[src/rtl/seq_alu.sv]
// seq_alu: multi-cycle ALU behind a valid/ready handshake.
// Bitwise ops, ADD/SUB and divide-by-zero produce a result one cycle after accept.
// MUL (shift-add) and DIVU/REMU (restoring division) take DBITS iterations in BUSY.
// The result and its flags stay stable in DONE until the consumer takes them.
module seq_alu #(
    parameter int OPCODE_BIT_WIDTH = 4,
    parameter int DBITS            = 32,
    parameter int CNT_BITS         = $clog2(DBITS)
) (
    input  logic                        clk,
    input  logic                        reset,
    input  logic                        in_valid,
    output logic                        in_ready,
    input  logic [OPCODE_BIT_WIDTH-1:0] aluOp,
    input  logic [DBITS-1:0]            inA,
    input  logic [DBITS-1:0]            inB,
    output logic                        out_valid,
    input  logic                        out_ready,
    output logic [DBITS-1:0]            outAlu,
    output logic                        out_zero,
    output logic                        out_ovf,
    output logic                        out_dbz,
    output logic                        out_illegal
);

    typedef enum logic [1:0] {IDLE, BUSY, DONE} state_t;
    typedef enum logic [1:0] {K_MUL, K_DIV, K_REM} kind_t;

    state_t r_state, w_nextState;
    kind_t  r_kind, w_kind;

    logic [CNT_BITS-1:0]         r_cnt;
    logic [DBITS-1:0]            r_mcand, r_mplier, r_acc;
    logic [DBITS-1:0]            r_quo, r_div;
    logic [DBITS:0]              r_rem;
    logic [DBITS-1:0]            r_out;
    logic                        r_zero, r_ovf, r_dbz, r_ill;

    logic                        w_accept, w_last, w_hiOk, w_multi;
    logic [3:0]                  w_op;
    logic [OPCODE_BIT_WIDTH-1:0] w_hi;
    logic [DBITS-1:0]            w_sum, w_diff, w_res;
    logic                        w_ovf, w_dbz, w_ill;
    logic [DBITS-1:0]            w_mulAcc, w_quoNext, w_final;
    logic [DBITS:0]              w_shift, w_trial, w_remNext;
    logic                        w_fits;

    assign in_ready    = (r_state == IDLE) && !reset;
    assign w_accept    = in_valid && in_ready;
    assign w_last      = (r_cnt == CNT_BITS'(DBITS - 1));
    assign w_op        = aluOp[3:0];
    assign w_hi        = aluOp >> 4;
    assign w_hiOk      = (w_hi == '0);
    assign w_sum       = inA + inB;
    assign w_diff      = inA - inB;

    assign out_valid   = (r_state == DONE);
    assign outAlu      = r_out;
    assign out_zero    = r_zero;
    assign out_ovf     = r_ovf;
    assign out_dbz     = r_dbz;
    assign out_illegal = r_ill;

    // Decode the opcode and produce single-cycle results, or flag an op that needs iterating
    always_comb begin
        w_res   = '0;
        w_ovf   = 1'b0;
        w_dbz   = 1'b0;
        w_ill   = 1'b0;
        w_multi = 1'b0;
        w_kind  = K_MUL;
        if (!w_hiOk) begin
            w_ill = 1'b1;
        end else begin
            case (w_op)
                4'b0000: begin
                    w_res = w_sum;
                    w_ovf = (inA[DBITS-1] == inB[DBITS-1]) && (w_sum[DBITS-1] != inA[DBITS-1]);
                end
                4'b0001: begin
                    w_res = w_diff;
                    w_ovf = (inA[DBITS-1] != inB[DBITS-1]) && (w_diff[DBITS-1] != inA[DBITS-1]);
                end
                4'b0100: w_res = inA & inB;
                4'b0101: w_res = inA | inB;
                4'b0110: w_res = inA ^ inB;
                4'b1100: w_res = ~(inA & inB);
                4'b1101: w_res = ~(inA | inB);
                4'b1110: w_res = ~(inA ^ inB);
                4'b1000: begin
                    w_multi = 1'b1;
                    w_kind  = K_MUL;
                end
                4'b1001: begin
                    if (inB == '0) begin
                        w_res = '1;
                        w_dbz = 1'b1;
                    end else begin
                        w_multi = 1'b1;
                        w_kind  = K_DIV;
                    end
                end
                4'b1010: begin
                    if (inB == '0) begin
                        w_res = inA;
                        w_dbz = 1'b1;
                    end else begin
                        w_multi = 1'b1;
                        w_kind  = K_REM;
                    end
                end
                default: w_ill = 1'b1;
            endcase
        end
    end

    // One shift-add multiply step and one restoring-division step, plus the final result pick
    always_comb begin
        w_mulAcc  = r_acc + (r_mplier[0] ? r_mcand : '0);
        w_shift   = {r_rem[DBITS-1:0], r_quo[DBITS-1]};
        w_trial   = w_shift - {1'b0, r_div};
        w_fits    = ~w_trial[DBITS];
        w_remNext = w_fits ? w_trial : w_shift;
        w_quoNext = {r_quo[DBITS-2:0], w_fits};
        case (r_kind)
            K_DIV:   w_final = w_quoNext;
            K_REM:   w_final = w_remNext[DBITS-1:0];
            default: w_final = w_mulAcc;
        endcase
    end

    // State register
    always_ff @(posedge clk or posedge reset) begin
        if (reset) r_state <= IDLE;
        else       r_state <= w_nextState;
    end

    // Next-state logic: IDLE -> BUSY/DONE on accept, BUSY -> DONE on last step, DONE -> IDLE on take
    always_comb begin
        w_nextState = r_state;
        case (r_state)
            IDLE:    if (w_accept) w_nextState = w_multi ? BUSY : DONE;
            BUSY:    if (w_last) w_nextState = DONE;
            DONE:    if (out_ready) w_nextState = IDLE;
            default: w_nextState = IDLE;
        endcase
    end

    // Datapath: latch operands or a one-cycle result on accept, iterate in BUSY, hold in DONE
    always_ff @(posedge clk or posedge reset) begin
        if (reset) begin
            r_kind   <= K_MUL;
            r_cnt    <= '0;
            r_mcand  <= '0;
            r_mplier <= '0;
            r_acc    <= '0;
            r_quo    <= '0;
            r_div    <= '0;
            r_rem    <= '0;
            r_out    <= '0;
            r_zero   <= 1'b0;
            r_ovf    <= 1'b0;
            r_dbz    <= 1'b0;
            r_ill    <= 1'b0;
        end else begin
            case (r_state)
                IDLE: begin
                    if (w_accept) begin
                        if (w_multi) begin
                            r_kind   <= w_kind;
                            r_cnt    <= '0;
                            r_mcand  <= inA;
                            r_mplier <= inB;
                            r_acc    <= '0;
                            r_quo    <= inA;
                            r_div    <= inB;
                            r_rem    <= '0;
                        end else begin
                            r_out  <= w_res;
                            r_zero <= (w_res == '0);
                            r_ovf  <= w_ovf;
                            r_dbz  <= w_dbz;
                            r_ill  <= w_ill;
                        end
                    end
                end
                BUSY: begin
                    r_cnt    <= r_cnt + CNT_BITS'(1);
                    r_mcand  <= r_mcand << 1;
                    r_mplier <= r_mplier >> 1;
                    r_acc    <= w_mulAcc;
                    r_quo    <= w_quoNext;
                    r_rem    <= w_remNext;
                    if (w_last) begin
                        r_out  <= w_final;
                        r_zero <= (w_final == '0);
                        r_ovf  <= 1'b0;
                        r_dbz  <= 1'b0;
                        r_ill  <= 1'b0;
                    end
                end
                default: begin
                end
            endcase
        end
    end

endmodule
[config.mk]
export PLATFORM = sky130hd
export DESIGN_NAME = seq_alu
export DESIGN_NICKNAME = d
export VERILOG_FILES = /design/src/rtl/seq_alu.sv
export SDC_FILE = /design/constraint.sdc
export NUM_CORES = 1
export LEC_CHECK = 0
export CORE_ASPECT_RATIO = 0.75
export CORE_MARGIN = 4
export CORE_UTILIZATION = 50
export CTS_BUF_LIST = sky130_fd_sc_hd__clkbuf_2
export DETAILED_ROUTE_END_ITERATION = 8
export PLACE_DENSITY = 0.66
export SYNTH_ARGS = -nofsm -noshare
export SYNTH_HDL_FRONTEND = slang
export SYNTH_SLANG_ARGS = --single-unit
[constraint.sdc]
create_clock -name clk -period 9.2 [get_ports clk]
set_clock_uncertainty 0.15 [all_clocks]
set_input_delay 0.92 -clock clk [delete_from_list [all_inputs] [get_ports clk]]
set_output_delay 0.92 -clock clk [all_outputs]
set_load 0.1 [all_outputs]
Word level (Yosys, flattened, before mapping)
Index checks and enable logic that the tools add are counted.
{"block": "totals", "ff_bits": 237, "in_bits": 72, "out_inout_bits": 38, "elab_cells": 121}
{"block": "op_classes", "addsub": 5, "n_eq_ne": 24, "muxes": 54, "n_bitwise": 7, "n_reduce_logical": 17}
{"operator": "two-way mux 32 bit", "count": 15}
{"operator": "one-hot mux 32 bit (2 select lines)", "count": 7}
{"operator": "one-hot mux 32 bit (10 select lines)", "count": 1}
{"operator": "logical NOT 32 bit", "count": 3}
{"operator": "inverter 32 bit", "count": 3}
{"operator": "adder 32 bit", "count": 2}
{"operator": "subtractor 33 x 32 -> 33 bit", "count": 1}
{"operator": "bitwise AND 32 bit", "count": 1}
{"operator": "OR 32 bit", "count": 1}
{"operator": "subtractor 32 bit", "count": 1}
{"operator": "XOR 32 bit", "count": 1}
{"operator": "equality test 4 bit (second input constant)", "count": 6}
{"operator": "two-way mux 1 bit", "count": 15}
{"operator": "equality test 4 x 3 -> 1 bit (second input constant)", "count": 3}
{"operator": "one-hot mux 1 bit (2 select lines)", "count": 6}
{"operator": "OR reduction 11 bit", "count": 1}
{"operator": "two-way mux 2 bit", "count": 5}
{"operator": "two-way mux 5 bit", "count": 2}
{"operator": "one-hot mux 5 bit (2 select lines)", "count": 1}
{"operator": "AND reduction 3 bit", "count": 3}
{"operator": "inequality test 2 bit (second input constant)", "count": 4}
{"operator": "one-hot mux 2 bit (3 select lines)", "count": 1}
{"operator": "adder 5 x 1 -> 5 bit (second input constant)", "count": 1}
{"operator": "equality test 5 bit (second input constant)", "count": 1}
{"operator": "other kinds (15)", "count": 22}

Depth between registers and ports, before layout
Gate-level depths: netlist of the first run.
{"block": "logic_depth", "ltp_word": 7, "depth_mapped": 18, "depth_no_buf": 16}

Worst setup path after synthesis of the first run
OpenSTA, ideal clock, no wires.
{"block": "synth_path", "path_type": "input -> register", "from": "input reset", "to": "register r_zero (netlist: out_zero)", "setup_ps": 67, "arrival_ps": 4991, "required_time_ps": 8983, "setup_slack_ps": 3992, "stages": 12, "n_path_buf": 0, "path_cell_list": "nor3_1 and2_0 o21a_1 a21boi_0 nor4_1 nand4_1 a211oi_1 nand4_1 nor3_1 nand4_1 nor4_1 a211o_1"}
{"block": "synth_between", "elab_chain_len": 5}
{"item": "start: declaration", "line_no": "11", "text": "input logic reset,"}
{"item": "logical NOT 1 bit (no line)"}
{"item": "logical AND 1 bit", "line_no": "48", "text": "assign in_ready = (r_state == IDLE) && !reset;"}
{"item": "logical AND 1 bit", "line_no": "49", "text": "assign w_accept = in_valid && in_ready;"}
{"item": "inequality test 2 bit (no line)"}
{"item": "AND reduction 4 bit (no line)"}
{"item": "end signal: assignment", "line_no": "180", "text": "r_zero <= (w_res == '0);"}
{"item": "end signal: assignment", "line_no": "196", "text": "r_zero <= (w_final == '0);"}
{"item": "end: declaration", "line_no": "37", "text": "logic r_zero, r_ovf, r_dbz, r_ill;"}
Every way passes these cells.
A chain may end at the register's enable or synchronous reset.

Worst setup path after layout of the first run
{"block": "layout_path", "from": "input inA[1]", "to": "register r_zero (netlist: out_zero)"}
{"block": "layout_between", "elab_chain_len": 7, "elab_cells_between_ends": 14, "cone_classes": "add/sub: 2; mux: 5; bitwise: 6; reduce/logical: 1"}
{"item": "start: declaration", "line_no": "15", "text": "input logic [DBITS-1:0] inA,"}
{"item": "branches (longest 2 deep; another with subtractor 32 bit)"}
{"item": "one-hot mux 32 bit (10 select lines) *", "line_no": "75", "text": "case (w_op)"}
{"item": "logical NOT 32 bit *", "line_no": "180"}
{"item": "two-way mux 1 bit *", "line_no": "169", "text": "if (w_multi) begin"}
{"item": "two-way mux 1 bit *", "line_no": "168", "text": "if (w_accept) begin"}
{"item": "one-hot mux 1 bit (2 select lines) *", "line_no": "166", "text": "case (r_state)"}
Mark *: on every way between the ends. The select of a mux whose other input is x is not followed.

==> run metrics, run 1 <==
CTS Buffer Depth 3; status complete, no violations; Max Freq 0.169 GHz; WHS Path Cells 2; gr usage total 0.359; routed len/inst 25.1 um; Rows 65; TritonCTS Buffers 55; RSZ-0062 raised after global routing no; pin count of the biggest net entering global routing 140; main combinational cell family by area after synthesis compound AO/OA/AOI/OAI gates; RePlAce Congestion 0.982; number of flops mapped to enable cells by yosys 0; Remaining Overflow, GRT 0; top_reg_cell synth dfrtp_1; Slew HR 0.194; Tightest Pin Transition 1.18 ns; mux cell area share after synthesis 0.0237; layout cells sized above 1 0.0623; Routed Antenna Nets 0; length of the first detailed-routing pass in iterations 8; vias in the first global route 21000; die height 187 um; Worst-Skew Late Latency 0.97 ns; kind of critical path in2reg; Power Density 337 nW/um^2; initial DRC count 2757; sinks on the clock net 237; I/O pins 110; H-tree depth 2; initial antenna violation count 1; arrival time worst endpoint 6.64 ns; CTS tree built; post-synthesis xor/xnor area fraction 0.0588; FF+latch count, synth 237; Post-Synth Adder-Cell Area 0.105; Avg Inst Size Synth 7.70 um^2; Fin Setup TNS 0 ns; design area 23400 um^2; Root Buffer clkbuf_2; initial core utilization 0.508; WL final 85.8 mm; Die W 247 um; Post-Layout Cell Count 3412; Vias 22400; Post-Syn Nets 3034; post-synthesis cell count 2785; placed inst area 22800 um^2; clock slew at reported path FFs 0.12 ns; setup violators final 0; drt via density 6.55; Power Total 7.87 mW; Area Growth Syn to Fin 9.02%; final worst path period share 0.643; port bufs 109; Syn. warnings 0; CP Max Fanout 5; post-CTS sizing 0; Startpoint Class primary input; VDD IR max 0.000403 V; die area 46300 um^2; Nets 3047; worst endpoint required time 9.92 ns; worst r2r path cells 17; first-pass GRT wire length 129 mm; max-cap violation count 0; LEAKAGE 10.6 nW; simple-gate share of the synthesized area 0.195; Post-Syn Area 21400 um^2; hold_buf cts 0; setup bufs post-CTS 0; Post-DP HPWL 64.0 mm; count of different cell masters after synthesis 88; fin crit period 5.92 ns; Core ar. 42200 um^2; Compound-Gate Fraction of Synth Area 0.280; Synth async-reset ratio 1.00; sequential share of the synthesized area 0.277; fin. max-slew vios 0; Critical Path End Type flop; placed cells 3310; Hold Violations, Final 0; DRC 0; worst hold path class reg2reg
[kinds of logic after synthesis]
logic type,after synthesis
XOR/XNOR,141
flip-flops,237
adder cells (fa/ha/maj),177
multiplexers,49
buffers and inverters,339
AO/OA/AOI/OAI,923
AND/OR/NAND/NOR,919
[report_power, final]
| group | internal (mW) | switching [mW] |
|---|---|---|
| logic | 1.83 | 3.39 |
| registers | 1.50 | 0.403 |
| clock network | 0.273 | 0.478 |
[cell type report]
| cell class | count | area, um^2 |
|---|---|---|
| Clock buffer | 85 | 425 |
| Sequential cell | 237 | 5930 |
| Clock inverter | 16 | 93.8 |
| Tap cell | 569 | 712 |
| Inverter | 148 | 563 |
| Multi-Input combinational cell | 2209 | 14300 |
| Timing Repair Buffer | 147 | 1360 |
| Fill cell | 4032 | 18800 |
| Antenna cell | 1 | 2.50 |
[per-stage QoR]
| step | util | setup WS [ns] | hold WS [ns] |
|---|---|---|---|
| floorplan | - | 1.63 | 0.300 |
| global placement | 0.541 | 2.62 | 0.314 |
| detailed placement | 0.541 | 2.62 | 0.322 |
| CTS | 0.554 | 3.61 | 0.346 |
| global route | 0.554 | 3.22 | 0.366 |
| finish | 0.554 | 3.28 | 0.348 |
[cells in the mapped netlist (10+ instances only)]
master     number  area [um^2]
nand2_1       378         1420
a21oi_1       258         1290
dfrtp_1       237         5930
nor2_1        207          777
o21ai_0       203         1020
ha_1          173         2160
clkbuf_1      155          582
inv_1         147          552
nand3_1        90          450
xor2_1         78          683
a221o_1        62          621
xnor2_1        61          534
a31oi_1        55          344
nor3_1         45          225
a21o_1         42          315
and2_1         42          263
mux2i_1        38          380
o22ai_1        37          231
nor4_1         31          194
a211oi_1       29          218
buf_1          29          109
nand4_1        29          181
nand2b_1       24          150
o21a_1         24          180
o31ai_1        23          173
o211ai_1       22          165
a22oi_1        21          158
o21bai_1       20          150
nor2b_1        15         93.8
and3_1         13         81.3
a221oi_1       12          105
a211o_1        11         96.3
a2111oi_0      10         87.6
o221ai_1       10         87.6
[state kept, by name, summed over array words and instances (netlist names)]
register     count
outAlu          32
r_acc           32
r_div           32
r_mcand         32
r_mplier        32
r_quo           32
r_rem           32
r_cnt            5
r_kind           2
r_state          2
out_dbz          1
out_illegal      1
out_ovf          1
out_zero         1
[path summary, 6_finish.rpt]
kind,start,to,slack [ns]
max,inA[1],out_zero,3.28
min,outAlu[9],outAlu[9],0.35
max reg2reg,r_quo[31],out_zero,3.53
min reg2reg,outAlu[9],outAlu[9],0.35
max in group asynchronous,reset,r_mplier[4],7.03
min in group asynchronous,reset,r_quo[15],0.45
[critical path, cell delays in order]
cell,delay (ns)
clkdlybuf4s50_1,0.60
inv_1,0.16
ha_1,0.39
a211oi_1,0.55
o31ai_1,0.24
a41o_1,0.27
a21oi_1,0.35
o31a_1,0.38
o211ai_1,0.24
nand2_1,0.15
o21ai_0,0.16
a2bb2oi_1,0.19
o41ai_1,0.93
nand4b_1,0.27
nor4_1,0.63
a211o_1,0.18
[routing by layer]
| layer | share of wire | global-route usage | routed length [um] | up-vias |
|---|---|---|---|---|
| li1 | - | - | - | 10100 |
| met1 | 0.44 | 0.525 | 37700 | 10800 |
| met2 | 0.41 | 0.509 | 35200 | 1267 |
| met3 | 0.11 | 0.0992 | 9570 | 178 |
| met4 | 0.038 | 0.118 | 3280 | 0 |
| met5 | 0 | 0 | 0 | - |
[cell usage in the layout (no fill, tap or decap), types with 55 or more instances in the layout]
| cell type | instances |
|---|---|
| a21oi_1 | 258 |
| a221o_1 | 62 |
| a31oi_1 | 55 |
| clkbuf_2 | 85 |
| clkdlybuf4s50_1 | 106 |
| dfrtp_1 | 235 |
| ha_1 | 172 |
| inv_1 | 146 |
| nand2_1 | 378 |
| nand3_1 | 89 |
| nor2_1 | 207 |
| o21ai_0 | 203 |
| xnor2_1 | 61 |
| xor2_1 | 78 |
No activity file was read; power rests on OpenSTA's default activity.
==> run 2, diff against run 1 <==
==> constraint.sdc (replaced) <==
create_clock -name clk -period 6.1 [get_ports clk]
set_clock_uncertainty 0.15 [all_clocks]
set_input_delay 0.61 -clock clk [delete_from_list [all_inputs] [get_ports clk]]
set_output_delay 0.61 -clock clk [all_outputs]
set_load 0.1 [all_outputs]
==> run 2 against run 1 <==
Compared with the run above: largest cell class unchanged; non-clock buffer count grew 23; design area grew 0.78%; core utilization grew 0.43 points; critical path depth is the same; die area is the same.
==> run metrics, run 2 (synthesized netlist as in run 1, its figures left out) <==
arrival time worst endpoint 6.57 ns; register cell area after layout 5930 um^2; Critical Path End Type flop; Rows 65; ant diodes 0; gr usage total 0.358; multi-input logic area 14300 um^2; Hold Violations, Final 0; worst path bufs/invs 1; I/O pins 110; LEAKAGE 10.7 nW; Max Freq 0.170 GHz; critical path's slowest cell a2111oi_4; routed len/inst 25.0 um; final core occ 0.558; die height 187 um; TritonCTS Buffers 56; Remaining Overflow, GRT 0; setup bufs post-CTS 0; RSZ-0062 raised after global routing no; CTS Buffer Depth 3; fin crit period 5.87 ns; length of the first detailed-routing pass in iterations 5; Worst-Skew Late Latency 0.96 ns; Fin Setup TNS 0 ns; Tightest Pin Transition 1.06 ns; VDD IR max 0.000486 V; worst endpoint required time 6.79 ns; final worst path period share 0.963; filler instances 3984; port bufs 109; worst hold margin 0.0715 ns; DRC 0; Root Buffer clkbuf_2; CP Max Fanout 20; max-cap violation count 0; fin. max-slew vios 0; Core ar. 42200 um^2; kind of critical path reg2reg; first-pass GRT wire length 129 mm; pin count of the biggest net entering global routing 163; Slew HR 0.293; Nets 3071; drt via density 6.50; worst setup margin 0.227 ns; initial core utilization 0.508; worst hold path class in2async; pre-CTS WS 0.569 ns; RePlAce Congestion 0.973; CP max stage delay 0.76 ns; die area 46300 um^2; status complete, no violations; Die W 247 um; commonest non-fill, non-tap cell in the layout nand2_1; initial DRC count 2725; CP Cell Sequence inv_1 -> ha_1 -> fa_1 -> nand2b_1 -> a21oi_1 -> o21ai_0 -> a211oi_2 -> a2111oi_4 -> xnor2_4 -> mux2_1 -> a21oi_1 -> o211ai_1 -> nor4_1 -> nand4_1 -> nor4_1 -> a211o_1; Worst Setup SP r_quo[31]; vias in the first global route 20800; H-tree depth 2; clock slew at reported path FFs 0.13 ns; Power Density 503 nW/um^2; CTS tree built; setup violators final 0; Vias 22300; initial antenna violation count 0; Routed Antenna Nets 0; sinks on the clock net 237; WL final 85.6 mm; Startpoint Class flop; Post-DP HPWL 64.2 mm; Area Growth Syn to Fin 9.86%; layout cells sized above 1 0.0654; Reg2Reg Launch Point r_quo[31]; CP delay by family, top compound AO/OA/AOI/OAI gates; most frequent cells in the layout nand2_1 (378), a21oi_1 (258), dfrtp_1 (235)
==> run 2: cell type report <==
type,count,area share
multi-input cells,2209,0.607
flip-flops and latches,237,0.252
repair buffers,170,0.0671
well taps,569,0.0302
inverters,148,0.0238
clock buffers,76,0.0162
clock inverters,20,0.00436
==> run 2: timing repair <==
action,CTS,global route
hold buffers,1,1
hold endpoints to repair,1,1
resized for setup,0,0
==> run 2: routing by layer <==
| layer | wire (um) | share of wire | global-route usage | vias up |
|---|---|---|---|---|
| met5 | 0 | 0 | 0 | - |
| met4 | 2660 | 0.031 | 0.0988 | 0 |
| met3 | 8760 | 0.10 | 0.0780 | 163 |
| met2 | 35700 | 0.42 | 0.517 | 1194 |
| met1 | 38500 | 0.45 | 0.537 | 10800 |
| li1 | - | - | - | 10100 |
==> run 2: report_power, final <==
group | internal [mW] | switching (mW)
clock network | 0.378 | 0.701
registers | 2.26 | 0.605
logic | 2.79 | 5.11
total | 5.42 | 6.42
==> run 2: per-stage QoR <==
stage          area, um^2  cells  power, mW
3_5_place_dp        23000   3331       10.5
6_report            23500   3429       11.8
3_3_place_gp        23000   3331       10.4
2_1_floorplan       21400   2785       8.37
4_1_cts             23500   3428       11.6
5_1_grt             23500   3429       12.6
==> run 2: path summary, 6_finish.rpt <==
kind | end | slack [ns] | cells past startpoint
max | out_zero | 0.23 | 16
min | r_acc[11] | 0.07 | 2
min reg2reg | outAlu[9] | 0.35 | 2
max in group asynchronous | r_div[28] | 4.28 | 3
max reg2reg | out_zero | 0.23 | 16
min in group clk | out_illegal | 0.09 | 3
